$ cat config.mk
export PLATFORM = sky130hd
export DESIGN_NAME = bitwise_sliced_logic
export DESIGN_NICKNAME = d
export VERILOG_FILES = /design/src/rtl/bitwise_sliced_logic.sv
export SDC_FILE = /design/constraint.sdc
export NUM_CORES = 1
export LEC_CHECK = 0
export ABC_AREA = 1
export CAP_MARGIN = 20
export CORE_ASPECT_RATIO = 0.75
export CORE_MARGIN = 2
export CORE_UTILIZATION = 50
export DETAILED_ROUTE_END_ITERATION = 16
export HOLD_SLACK_MARGIN = 0.06
export PLACE_DENSITY = 0.71
export SETUP_SLACK_MARGIN = 0.4
export SLEW_MARGIN = 20
export SYNTH_ARGS = -nofsm -noshare
export SYNTH_HDL_FRONTEND = slang
export SYNTH_SLANG_ARGS = --single-unit
$ cat constraint.sdc
create_clock -name clk -period 4.9 [get_ports clk]
set_input_delay 0.98 -clock clk [delete_from_list [all_inputs] [get_ports clk]]
set_output_delay 0.98 -clock clk [all_outputs]
set_load 0.05 [all_outputs]
$ cat src/rtl/bitwise_sliced_logic.sv
// rtl/bitwise_sliced_logic.sv - slice-serial AND/OR/XOR/XNOR of two operands
// Processes SLICE bits per clock, LSB slice first; out/parity update only on completion.

module bitwise_sliced_logic #(
   parameter int WIDTH = 32,
   parameter int SLICE = 8
) (
   input  logic             clk,
   input  logic             rst_n,
   input  logic             start,
   input  logic [1:0]       op,
   input  logic [WIDTH-1:0] A,
   input  logic [WIDTH-1:0] B,
   output logic             busy,
   output logic             done,
   output logic [WIDTH-1:0] out,
   output logic             parity
);

   localparam int N  = WIDTH / SLICE;
   localparam int CW = (N > 1) ? $clog2(N) : 1;
   localparam logic [CW-1:0] LAST = CW'(N - 1);

   typedef enum logic [1:0] {
      IDLE = 2'd0,
      RUN  = 2'd1,
      DONE = 2'd2
   } state_t;

   state_t           state_q;
   logic [CW-1:0]    cnt_q;
   logic [1:0]       op_q;
   logic [WIDTH-1:0] a_q;
   logic [WIDTH-1:0] b_q;
   logic [WIDTH-1:0] acc_q;
   logic [WIDTH-1:0] acc_d;
   logic [WIDTH-1:0] result_full;
   logic [WIDTH-1:0] out_q;
   logic             parity_q;
   logic             busy_q;
   logic             done_q;

   always_comb begin
      result_full = '0;
      unique case (op_q)
         2'b00:   result_full = a_q & b_q;
         2'b01:   result_full = a_q | b_q;
         2'b10:   result_full = a_q ^ b_q;
         default: result_full = ~(a_q ^ b_q);
      endcase
   end

   // Only the slice selected by the counter is merged; constant indices keep it in range.
   always_comb begin
      acc_d = acc_q;
      for (int s = 0; s < N; s++) begin
         if (cnt_q == CW'(s)) begin
            acc_d[s*SLICE +: SLICE] = result_full[s*SLICE +: SLICE];
         end
      end
   end

   always_ff @(posedge clk or negedge rst_n) begin
      if (!rst_n) begin
         state_q  <= IDLE;
         cnt_q    <= '0;
         op_q     <= '0;
         a_q      <= '0;
         b_q      <= '0;
         acc_q    <= '0;
         out_q    <= '0;
         parity_q <= 1'b0;
         busy_q   <= 1'b0;
         done_q   <= 1'b0;
      end else begin
         unique case (state_q)
            IDLE: begin
               done_q <= 1'b0;
               if (start) begin
                  a_q     <= A;
                  b_q     <= B;
                  op_q    <= op;
                  cnt_q   <= '0;
                  busy_q  <= 1'b1;
                  state_q <= RUN;
               end
            end
            RUN: begin
               acc_q <= acc_d;
               if (cnt_q == LAST) begin
                  out_q    <= acc_d;
                  parity_q <= ^acc_d;
                  done_q   <= 1'b1;
                  state_q  <= DONE;
               end else begin
                  cnt_q <= cnt_q + CW'(1);
               end
            end
            DONE: begin
               done_q  <= 1'b0;
               busy_q  <= 1'b0;
               state_q <= IDLE;
            end
            default: begin
               done_q  <= 1'b0;
               busy_q  <= 1'b0;
               state_q <= IDLE;
            end
         endcase
      end
   end

   assign busy   = busy_q;
   assign done   = done_q;
   assign out    = out_q;
   assign parity = parity_q;

endmodule

==> run metrics <==
outcome=complete, no violations; starting density of the core=0.5179; final-report hold violation count=0; count of cell types in the netlist=20; Core ar.=16,220 um^2; global-route wire length before repair=34,150 um; cell types occupying the most area after synthesis=sky130_fd_sc_hd__dfrtp_1, sky130_fd_sc_hd__nand2_1, sky130_fd_sc_hd__ha_1; clock latency on the worst-skew pair=0.43 ns; net count after synthesis=1,332; number of buffers added by the clock tree synthesis step=17; CTS root buf=sky130_fd_sc_hd__clkbuf_16; number of antenna cells inserted=0; vias in the first global route=6,863; H-tree lvl count=4; Simple-Gate Fraction of Synth Area=0.2671; placed cell count=1,467; Post-Syn Area=8398 um^2; part of the cycle the worst path needs=0.6801; #FFs+latches synth=137; post-cts repair resize count=0; most used flip-flop cell after synthesis=sky130_fd_sc_hd__dfrtp_1; Final TNS setup=0 ns; proportion of layout cells with a drive suffix above 1=0.04655; leakage component of the power=5.486 nW; drt wl/cell=13.62 um; mux contribution to synthesized area=0; average cell area after synthesis=7.028 um^2; total count of max-transition violations in the final report=0; required time worst endpoint=5.26 ns; post-layout min period=3.332 ns; cts hold-fix bufs=0; largest fanout of any net on the critical path=34; total of buffers placed on input and output ports=103; filler-free cell count of the finished design=1,499; maximum operating frequency=300.1 MHz; TritonCTS clock tree=done; most numerous cell in the Yosys netlist=sky130_fd_sc_hd__nand2_1; critical path arrival=3.70 ns; sequential-to-total area share from yosys stat=0.4082; cell row count=40; DRT iter0 DRCs=691; setup repair after global routing missed its margin=no; startpoint class of the critical path=flop; most numerous cell types in the synthesized netlist=sky130_fd_sc_hd__nand2_1, sky130_fd_sc_hd__inv_1, sky130_fd_sc_hd__dfrtp_1; number of remaining DRC errors=0; first-pass detailed-route iteration total=5; total vias in the final route=7,442; portion of synthesized cell area occupied by the leading cell type=0.4082; HPWL after detailed placement=14,560 um; clock transition time at the flip-flop clock pins of the worst setup and hold paths=0.06 ns; floorplan die area=17,860 um^2; placer's final routability congestion estimate=0.8813; number of antenna violations at the first check in global routing=0; Max-Slew Margin vs Limit=0.3047; overall power after layout=8.020 mW; classification of the worst setup path=flop to flop; GR Util All Layers=0.2418; maximum VDD drop=286.6 uV; maximum clock insertion buffer count=2; total overflow reported by the global router=0; Die Wd=153.7 um; maximum number of pins on one net before global-route repair=99; power per cell area=791.7 nW/um^2; area fraction in compound gates after synthesis=0.1111; share of async-settable or async-resettable flops after synthesis=1.000; class of the worst hold path=flop to flop; MaxCap Viol Count=0; area leader, netlist=sky130_fd_sc_hd__dfrtp_1; area share of fa/ha/maj cells after synthesis=0.1013; Area Overhead vs Synth=20.62%; Post-CTS Repair Setup Buffers=0; die span in y=116.2 um; type of element capturing the critical path=flop; EDFF count, synth=0; vias per cell=4.965; main combinational cell family by area after synthesis=simple AND/OR/NAND/NOR gates; XOR/XNOR share of the synthesized area=0; total routed wirelength=20,410 um; count of warnings emitted by yosys=0; final net count=1,413; Least-Margin Pin Slew=1.043 ns; Gate Count Post-Synth=1,195; worst setup skew after layout=0.005594 ns; remaining number of nets flagged by the antenna check after routing=0; CTS sink cnt=137; final number of setup-violating endpoints=0; number of top-level design ports=104
-- cell families after synthesis --
group,after synthesis
and+or+nand+nor,572
buffers and inverters,238
DFF,137
AOI/OAI and AO/OA,180
adders and majority gates,68
-- stage by stage --
| step | setup slack, ns | hold slack [ns] | utilization | area [um^2] |
|---|---|---|---|---|
| after floorplan | 2.888 | 0.4494 | - | 8398 |
| after global placement | 1.714 | 0.4643 | 0.5875 | 9527 |
| after detailed placement | 1.644 | 0.4657 | 0.5875 | 9527 |
| after CTS | 1.617 | 0.4811 | 0.6247 | 10130 |
| after global routing | 1.204 | 0.4995 | 0.6247 | 10130 |
| final | 1.568 | 0.4770 | 0.6247 | 10130 |
-- placed cells by master, fill, tap and decap left out --
master	count
sky130_fd_sc_hd__clkbuf_1	2
sky130_fd_sc_hd__bufinv_16	2
sky130_fd_sc_hd__nand3b_1	9
sky130_fd_sc_hd__clkbuf_8	6
sky130_fd_sc_hd__nand3_1	44
sky130_fd_sc_hd__a21oi_2	6
sky130_fd_sc_hd__clkinv_2	4
sky130_fd_sc_hd__a21oi_1	74
sky130_fd_sc_hd__o21ai_1	7
sky130_fd_sc_hd__nor2_1	103
sky130_fd_sc_hd__nand2_1	411
sky130_fd_sc_hd__buf_6	1
sky130_fd_sc_hd__nand2_4	1
sky130_fd_sc_hd__o21ai_0	89
sky130_fd_sc_hd__a21boi_1	4
sky130_fd_sc_hd__buf_4	7
sky130_fd_sc_hd__inv_1	179
sky130_fd_sc_hd__clkbuf_16	17
sky130_fd_sc_hd__nand2_2	2
sky130_fd_sc_hd__clkdlybuf4s50_1	102
sky130_fd_sc_hd__dfrtp_1	137
sky130_fd_sc_hd__inv_2	11
sky130_fd_sc_hd__nor2_2	2
sky130_fd_sc_hd__clkinvlp_4	1
sky130_fd_sc_hd__ha_1	68
-- critical path, stage by stage (launching register included) --
cell,delay (ns)
sky130_fd_sc_hd__dfrtp_1,0.79
sky130_fd_sc_hd__buf_4,0.43
sky130_fd_sc_hd__inv_1,0.22
sky130_fd_sc_hd__nor2_2,0.50
sky130_fd_sc_hd__nand2_1,0.14
sky130_fd_sc_hd__nand3_1,0.14
sky130_fd_sc_hd__nand2_1,0.07
sky130_fd_sc_hd__o21ai_1,0.13
sky130_fd_sc_hd__nand2_1,0.08
sky130_fd_sc_hd__nand2_1,0.13
sky130_fd_sc_hd__nand2_1,0.07
sky130_fd_sc_hd__nand2_1,0.08
sky130_fd_sc_hd__nand2_1,0.06
sky130_fd_sc_hd__nand2_1,0.07
sky130_fd_sc_hd__nand2_1,0.04
sky130_fd_sc_hd__nand2_1,0.09
sky130_fd_sc_hd__inv_1,0.05
sky130_fd_sc_hd__nand2_1,0.06
sky130_fd_sc_hd__nand3_1,0.07
sky130_fd_sc_hd__nand2_1,0.06
-- power by group --
group	leakage, nW	internal [mW]	switching, mW
registers	1.61	1.66	0.323
logic	3.58	1.53	3.20
clock network	0.299	0.827	0.480
total	5.49	4.02	4.00
-- final cells by class --
type / count / area (um^2)
flip-flops and latches: 137 / 3428
clock buffers: 25 / 515.5
repair buffers: 110 / 1085
inverters: 190 / 713.2
clock inverters: 7 / 87.58
multi-input cells: 820 / 4038
fillers: 1495 / 6086
well taps: 210 / 262.8
-- metal layers --
| layer | GRT usage | wire (um) |
|---|---|---|
| met4 | 0.06361 | 281 |
| met2 | 0.3609 | 8317 |
| met3 | 0.05343 | 1519 |
| met5 | 0 | 0 |
| met1 | 0.3584 | 10300 |
-- final timing paths --
kind,startpoint,to,slack [ns],cells after the start
worst max-delay path,op_q[0],parity,1.57,19
worst min register to register,out[28],out[28],0.48,2
worst min-delay path,out[28],out[28],0.48,2
worst max register to register,op_q[0],parity,1.57,19
max in group asynchronous,rst_n,b_q[26],3.19,2
min in group asynchronous,rst_n,out[12],0.66,1
-- sequential cells by signal (all words and copies together) (netlist names) --
name,count
b_q,32
a_q,32
state_q,2
acc_q,32
cnt_q,2
parity,1
out,32
busy,1
op_q,2
done,1
Power figures use the tool's default switching activity.
